$ cat src/rtl/mem_arbiter_pkg.sv
// Shared definitions for the CPU/DMA memory-port arbiter.
package mem_arbiter_pkg;

    // Master that was granted the port in the previous cycle
    typedef enum logic [1:0] {
        OwnIdle = 2'd0,
        OwnCpu  = 2'd1,
        OwnDma  = 2'd2
    } owner_e;

    localparam int unsigned AddrWDefault       = 16;
    localparam int unsigned DataWDefault       = 8;
    localparam int unsigned DmaMaxBurstDefault = 8;
    localparam int unsigned WaitCntW           = 8;

endpackage

$ cat src/rtl/mem_arbiter.sv
// Arbitrates one synchronous memory port between the CPU and a DMA master.
// CPU has priority, except that a DMA master already holding the port may keep it for up to
// DMA_MAX_BURST cycles while the CPU waits. Reads return one cycle after the grant.
module mem_arbiter
    import mem_arbiter_pkg::*;
#(
    parameter int unsigned ADDR_W        = AddrWDefault,
    parameter int unsigned DATA_W        = DataWDefault,
    parameter int unsigned DMA_MAX_BURST = DmaMaxBurstDefault
) (
    input  logic              clk,
    input  logic              resetn,

    input  logic              cpu_req,
    input  logic              cpu_we,
    input  logic [ADDR_W-1:0] cpu_addr,
    input  logic [DATA_W-1:0] cpu_wdata,
    output logic              cpu_gnt,
    output logic              cpu_rvalid,

    input  logic              dma_req,
    input  logic              dma_we,
    input  logic [ADDR_W-1:0] dma_addr,
    input  logic [DATA_W-1:0] dma_wdata,
    output logic              dma_gnt,
    output logic              dma_rvalid,

    output logic [DATA_W-1:0] rdata,

    output logic              mem_en,
    output logic              mem_we,
    output logic [ADDR_W-1:0] mem_addr,
    output logic [DATA_W-1:0] mem_wdata,
    input  logic [DATA_W-1:0] mem_rdata
);

    localparam logic [WaitCntW-1:0] MaxBurst = WaitCntW'(DMA_MAX_BURST);

    owner_e              owner_q, owner_d;
    logic [WaitCntW-1:0] wait_cnt_q, wait_cnt_d;
    logic                cpu_rvalid_q, cpu_rvalid_d;
    logic                dma_rvalid_q, dma_rvalid_d;
    logic                dma_keeps;

    // Grant decision: DMA only beats a requesting CPU while continuing its own bounded burst
    always_comb begin
        dma_keeps = (owner_q == OwnDma) && (wait_cnt_q < MaxBurst);
        dma_gnt   = resetn & dma_req & (~cpu_req | dma_keeps);
        cpu_gnt   = resetn & cpu_req & ~dma_gnt;
    end

    // Next owner, CPU starvation counter and read-return strobes
    always_comb begin
        owner_d = OwnIdle;
        if (dma_gnt) begin
            owner_d = OwnDma;
        end else if (cpu_gnt) begin
            owner_d = OwnCpu;
        end

        wait_cnt_d = '0;
        if (cpu_req && dma_gnt) begin
            // Saturate so the count can never wrap back below the burst limit
            wait_cnt_d = (wait_cnt_q == MaxBurst) ? wait_cnt_q : wait_cnt_q + 1'b1;
        end

        cpu_rvalid_d = cpu_gnt & ~cpu_we;
        dma_rvalid_d = dma_gnt & ~dma_we;
    end

    // State registers with synchronous active-low reset
    always_ff @(posedge clk) begin
        if (!resetn) begin
            owner_q      <= OwnIdle;
            wait_cnt_q   <= '0;
            cpu_rvalid_q <= 1'b0;
            dma_rvalid_q <= 1'b0;
        end else begin
            owner_q      <= owner_d;
            wait_cnt_q   <= wait_cnt_d;
            cpu_rvalid_q <= cpu_rvalid_d;
            dma_rvalid_q <= dma_rvalid_d;
        end
    end

    // Memory port mux: follows the granted master, drives zeros when idle
    always_comb begin
        mem_en    = cpu_gnt | dma_gnt;
        mem_we    = 1'b0;
        mem_addr  = '0;
        mem_wdata = '0;
        if (cpu_gnt) begin
            mem_we    = cpu_we;
            mem_addr  = cpu_addr;
            mem_wdata = cpu_wdata;
        end else if (dma_gnt) begin
            mem_we    = dma_we;
            mem_addr  = dma_addr;
            mem_wdata = dma_wdata;
        end
    end

    // Read data is shared; a read in flight while reset is asserted is dropped
    assign rdata      = mem_rdata;
    assign cpu_rvalid = cpu_rvalid_q & resetn;
    assign dma_rvalid = dma_rvalid_q & resetn;

    // Arbitration safety properties
    a_onehot_gnt : assert property (@(posedge clk) disable iff (!resetn)
        !(cpu_gnt && dma_gnt));
    a_gnt_has_req : assert property (@(posedge clk) disable iff (!resetn)
        (!cpu_gnt || cpu_req) && (!dma_gnt || dma_req));
    a_wait_bounded : assert property (@(posedge clk) disable iff (!resetn)
        wait_cnt_q <= MaxBurst);

endmodule

$ cat config.mk
export PLATFORM = sky130hd
export DESIGN_NAME = mem_arbiter
export DESIGN_NICKNAME = d
export VERILOG_FILES = /design/src/rtl/mem_arbiter_pkg.sv /design/src/rtl/mem_arbiter.sv
export SDC_FILE = /design/constraint.sdc
export NUM_CORES = 1
export LEC_CHECK = 0
export BUFFER_PORTS_ARGS = -buffer_cell sky130_fd_sc_hd__buf_2
export CAP_MARGIN = 20
export CORE_MARGIN = 2
export CORE_UTILIZATION = 36
export DETAILED_ROUTE_END_ITERATION = 8
export PLACE_DENSITY = 0.89
export SLEW_MARGIN = 20
export SYNTH_ARGS = -nofsm -noshare
export SYNTH_HDL_FRONTEND = slang
export SYNTH_SLANG_ARGS = --single-unit
$ cat constraint.sdc
create_clock -name clk -period 4.05 [get_ports clk]
set_input_delay 0.6075 -clock clk [delete_from_list [all_inputs] [get_ports clk]]
set_output_delay 0.6075 -clock clk [all_outputs]
set_load 0.01 [all_outputs]
==> flow_summary.toml, run 1 <==
[yosys]
yosysSeqAreaShare_pct = 27.9
syn_area_sq_um = 862
synth_cells = 87
avgSynthCellArea_sq_um = 9.91
yosysUniqueCellTypes = 26
ys_seq_elements = 12
ys_warn_count = 0

[clock_tree]
post_cts_buffers = 0
cts_resized = 0
htree_levels = 1
clk_latency_ns = 0.26
cts_made_buffers = 3
cts_hold_buf = 0
cts_tree = "built"
clk_pin_slew_ns = 0.06
clockBufferDepth = 2
clock_sinks = 12
cts_root_buffer = "clkbuf_4"

[sta]
setup_viol = 0
fin_crit_ns = 3.07
finalHoldViolations = 0
setup_tns_ns = 0
slew_violations = 0
finalClockSkew_ns = 0.00223
relSlewSlack_pct = 34.2
clock.fmax_mhz = 326
fin_crit_sh_pct = 75.8
rsz0062_at_grt = "false"
max_slew.worst_pin.slew_ns = 0.987

[floorplanning]
dieHeight_um = 52.9
io_pins = 100
fp-row-count = 17
core_sq_um = 2230
fp.dieArea_sq_um = 2800
initial_utilization_pct = 38.6
die_w_um = 52.9

[routing]
highest_layer = "met4"
wl_met3_um = 201
wl_met2_um = 1510
drt-wirelength-per-cell_um = 14.7
drt_iter0_markers = 11
vias = 994
dr.pass1.iters = 4
wirelength_met1_um = 1010
drt-vias-per-instance = 5.32
drc_errors = 0
ant_nets = 0
routed_wl_um = 2740

[grt]
grt_pass1_vias = 917
antenna_found_initial = 0
track_usage_pct = 18.8
grt_overflow = 0
grt_max_degree = 29
grt_pass1_wl_um = 3870

[placed_design]
dpl.cell_count = 184
dpl.hpwl_um = 2210
globalplace.congestion = 0.830
portBuffers = 83

[final_layout]
final_cell_mix = "buf_2 (83), a32o_1 (25), dfxtp_1 (12)"
layout-drive-gt1-share_pct = 56.0
stdcell_count = 187
num-fill-cells = 209
final_nets = 225
syn2layout_area_growth_pct = 41.2
final_common_cell = "buf_2"
diodes = 0

[pwr]
power_frac_clock_pct = 24.0
netSwitchingPower_mw = 0.0763
pwr-share-comb_pct = 31.7
p_leak_nw = 0.611
p_seq_share_pct = 44.3
switching_share_pct = 27.6
ir_drop_v = 0.000150
internal-power_mw = 0.200
powerDensity_nw_per_um2 = 227

[job]
drv_cap = 0

[worst_setup_path]
criticalPathCategory = "register to output pin"
crit_path_top_delay_cell = "o31ai_4"
crit_fanout = 28
crit_path_start_kind = "register"
arrival_ns = 2.46
end_kind = "output pin"
worstPathRequired_ns = 3.44
cp_slowest_stage_delay_ns = 0.85
crit_path_cell_trace = "or4_4, o31ai_4, a32o_1, buf_2"

[outcome]
outcome = "finished clean"

[worst_hold_path]
hold_class = "input pin to register"
[worst max-delay path, delay by kind of cell (launching register included)]
family,cells,cell delay [ns]
AO/OA/AOI/OAI,2,1.16
buffers and inverters,1,0.14
flip-flops,1,0.30
AND/OR/NAND/NOR,1,0.59
[final cells by class]
cell class | instances | area, sq um | area share, %
multi-input cells | 59 | 497 | 40.8
repair buffers | 83 | 415 | 34.1
flip-flops and latches | 12 | 240 | 19.7
well taps | 28 | 35.0 | 2.88
clock buffers | 3 | 22.5 | 1.85
inverters | 2 | 7.51 | 0.617
[cells by family (layout without fill, tap and decap cells)]
logic type | Yosys count | count (layout) | synth area share, %
and+or+nand+nor | 19 | 19 | 14.2
DFF | 12 | 12 | 27.9
AOI/OAI and AO/OA | 32 | 32 | 36.7
xor gates and xnor gates | 2 | 2 | 2.03
other | 1 | 4 | 0.435
buffers and inverters | 19 | 88 | 15.8
adders and majority gates | 2 | 2 | 2.90
[final timing paths]
kind	cells past startpoint	startpoint	end	slack, ns
hold reg to reg	3	wait_cnt_q[1]	wait_cnt_q[3]	0.59
setup reg to reg	3	wait_cnt_q[7]	dma_rvalid_q	1.97
hold / removal	2	cpu_we	cpu_rvalid_q	0.52
setup / recovery	4	wait_cnt_q[7]	mem_addr[0]	0.98
[cell usage after synthesis]
master / instances / area share [%]
conb_1: 1 / 0.43
buf_6: 4 / 5.2
buf_4: 9 / 7.8
ha_1: 2 / 2.9
nor3_1: 2 / 1.2
xor2_1: 1 / 1.0
a32o_1: 25 / 29
a21oi_1: 1 / 0.58
or4_4: 2 / 2.6
or3_1: 1 / 0.73
and2_1: 5 / 3.6
o21a_1: 2 / 1.7
nand3_1: 2 / 1.2
buf_2: 1 / 0.58
nand2b_1: 2 / 1.5
nor2b_1: 1 / 0.73
and3b_1: 1 / 1.0
o31ai_4: 1 / 2.5
xnor2_1: 1 / 1.0
nand3b_1: 1 / 0.87
inv_1: 2 / 0.87
dfxtp_1: 12 / 28
o21ai_0: 1 / 0.58
clkbuf_1: 3 / 1.3
nor2_1: 2 / 0.87
o311a_1: 2 / 2.3
[through the flow]
stage	hold WS, ns	utilization (%)	power (mW)	cell area [sq um]	setup slack [ns]
after floorplan	0.497	-	0.178	873	1.65
after global placement	0.521	53.5	0.210	1190	1.32
after detailed placement	0.568	53.5	0.213	1190	1.24
after CTS	0.510	54.5	0.281	1220	0.939
after global routing	0.509	54.5	0.293	1220	0.826
final	0.519	54.5	0.277	1220	0.981
[power groups by stage]
stage / Sequential [mW] / Clock, mW / Combinational (mW)
global route: 0.123 / 0.0748 / 0.0954
CTS: 0.123 / 0.0709 / 0.0879
finish: 0.123 / 0.0664 / 0.0876
floorplan: 0.125 / 0 / 0.0532
global placement: 0.125 / 0 / 0.0851
detailed placement: 0.125 / 0 / 0.0875
[layer usage]
metal | vias to the layer above | track usage (%)
met2 | 53 | 32.1
li1 | 483 | -
met1 | 454 | 21.0
met5 | - | 0
met3 | 4 | 4.80
met4 | 0 | 10.3
[registers in the layout (all words and copies together) (netlist names)]
register / count
wait_cnt_q: 8
owner_q: 2
dma_rvalid_q: 1
cpu_rvalid_q: 1
(Power assumes the default switching activity.)
==> inputs of run 2 (changes only) <==
- ABC_AREA: not set -> 1
- CORE_UTILIZATION: 36 -> 34
- PLACE_DENSITY: 0.89 -> 0.83
- clock period: 4.05 -> 2.9 ns (I/O delays scaled with it)
==> run 2 against run 1 <==
- combinational power increased by 44%
- sequential power is 40% higher
- total power increased by 55%
- worst hold slack got worse by 0.18 ns
- cell count up 36%
- clock power increased by 99%
- count of clock-buffer cells in the layout rose by 1
==> flow_summary.toml, run 2 <==
[worst_hold_path]
hold_class = "input pin to register"
worstHoldPathCells = 2

[worst_setup_path]
critical_path_depth = 6
arrival_ns = 1.75
worstPathRequired_ns = 2.47
crit_path_cell_trace = "buf_2, nand2_1, clkinv_1, nand2_1, inv_1, buf_2"
crit_fanout = 27
end_kind = "output pin"
cp_slowest_stage_delay_ns = 0.56
critPathBufInv = 4
r2r_cells = 6
crit_path_start_kind = "input pin"
crit_path_top_delay_cell = "clkinv_1"
criticalPathCategory = "input pin to output pin"
crit_family = "buffers and inverters"

[grt]
grt_pass1_vias = 1072
grt_pass1_wl_um = 4530
antenna_found_initial = 0
grt_overflow = 0
grt_max_degree = 30
track_usage_pct = 17.7

[yosys]
ys.flop_type = "dfxtp_1"
synth_cells = 149
yosysTopAreaCellShare_pct = 28.9
synth_most_common_cell = "nand3_1"
yosysSeqAreaShare_pct = 26.2
synth.area.mux_share_pct = 0
yosysUniqueCellTypes = 17
synth_top_area_cell = "nand3_1"
synth_area_leaders = "nand3_1 (29%), dfxtp_1 (26%), nand2_1 (14%), buf_4 (6.5%), inv_1 (4.5%)"
avgSynthCellArea_sq_um = 6.16
synth-edff-count = 0
yosys.area_share.adder_pct = 2.73
synth_common_cells = "nand3_1 (53), nand2_1 (35), dfxtp_1 (12), inv_1 (11), nor2_1 (10)"
synth-simple-area-share_pct = 48.0
synth_compound_area_share_pct = 2.32
synthXorXnorAreaFrac_pct = 2.86
ys_warn_count = 0
async_reset_ff_share_pct = 0
synth_top_family_by_area = "simple AND/OR/NAND/NOR gates"
syn_area_sq_um = 917
ys_seq_elements = 12

[final_layout]
syn2layout_area_growth_pct = 44.1
multi_input_area_sq_um = 528
largest_reg_flops = 8
final_cell_mix = "buf_2 (83), nand3_1 (53), nand2_1 (35)"
top_regs = "wait_cnt_q x8, owner_q x2"
num-fill-cells = 274
final_nets = 289
final_common_cell = "buf_2"
largest-register = "wait_cnt_q"
register_area_sq_um = 240
diodes = 0
final_util_pct = 52.4
layout-drive-gt1-share_pct = 40.6

[sta]
max_slew.worst_pin.slew_ns = 0.708
slew_violations = 0
setup_tns_ns = 0
setup_viol = 0
finalHoldViolations = 0
fin_crit_sh_pct = 75.2
fin_crit_ns = 2.18
relSlewSlack_pct = 52.5
clock.fmax_mhz = 459
rsz0062_at_grt = "false"
finalClockSkew_ns = 0.00496

[pwr]
powerDensity_nw_per_um2 = 325
internal-power_mw = 0.304
p_leak_nw = 0.842
switching_share_pct = 29.2
power_frac_clock_pct = 30.7
p_seq_share_pct = 40.0
ir_drop_v = 0.000233
netSwitchingPower_mw = 0.125
pwr-share-comb_pct = 29.3

[clock_tree]
clockBufferDepth = 2
post_cts_buffers = 0
cts_hold_buf = 0
clk_latency_ns = 0.27
cts_resized = 0
clock_sinks = 12
cts_tree = "built"
clk_pin_slew_ns = 0.08
cts_root_buffer = "clkbuf_4"
cts_made_buffers = 3
htree_levels = 1

[job]
drv_cap = 0

[routing]
vias = 1174
drt_iter0_markers = 38
drc_errors = 0
drt-wirelength-per-cell_um = 10.6
routed_wl_um = 2700
drt-vias-per-instance = 4.62
ant_nets = 0
dr.pass1.iters = 4

[outcome]
outcome = "finished clean"

[placed_design]
dpl.hpwl_um = 2010
portBuffers = 83
globalplace.congestion = 0.733

[floorplanning]
die_w_um = 55.9
core_sq_um = 2520
io_pins = 100
initial_utilization_pct = 36.4
fp-row-count = 18
fp.dieArea_sq_um = 3130
dieHeight_um = 55.9
## run 2: cell types whose count changed in the layout (fill, tap and decap cells not counted), sizes merged, moves of 5 or more
cell / delta
a32o: -25
and2: -5
inv: +9
nand2: +36
nand3: +51
nor2: +8
## run 2: cells by family after synthesis
| kind of cell | after synthesis |
|---|---|
| AO/OA/AOI/OAI | 2 |
| XOR/XNOR | 3 |
| adder cells (fa/ha/maj) | 2 |
| buffers and inverters | 30 |
| flip-flops | 12 |
| other | 1 |
| AND/OR/NAND/NOR | 99 |
## run 2: final cells by class
class,instances,area share [%]
Timing Repair Buffer,85,32.6
Sequential cell,12,18.2
Tap cell,30,2.84
Clock buffer,4,2.75
Inverter,13,3.69
Multi-Input combinational cell,110,40.0
## run 2: routing by layer
metal / GRT usage [%] / wire length [um] / part of all wire (%)
met5: 0 / 0 / 0
met4: 5.44 / 33 / 1.2
met3: 2.79 / 206 / 7.6
met2: 32.1 / 1360 / 50
met1: 21.3 / 1100 / 41
## run 2: power groups by stage
stage	Combinational [mW]	Sequential, mW	Clock [mW]
finish	0.126	0.172	0.132
global route	0.142	0.173	0.143
floorplan	0.0734	0.175	0
CTS	0.127	0.172	0.136
detailed placement	0.126	0.176	0
global placement	0.125	0.175	0
## run 2: final timing paths
kind	startpoint	to	slack (ns)
max	cpu_req	cpu_gnt	0.72
min reg2reg	wait_cnt_q[1]	wait_cnt_q[1]	0.57
max reg2reg	wait_cnt_q[3]	owner_q[0]	1.47
min	dma_we	dma_rvalid_q	0.34
## run 2: per-stage QoR
stage,total power [mW],hold slack [ns],cells,cell area (sq um),worst slack [ns]
3_3_place_gp,0.300,0.550,250,1280,0.756
6_report,0.429,0.339,254,1320,0.720
5_1_grt,0.457,0.339,254,1320,0.557
2_1_floorplan,0.249,0.507,152,928,1.20
3_5_place_dp,0.302,0.555,250,1280,0.708
4_1_cts,0.434,0.330,254,1320,0.708
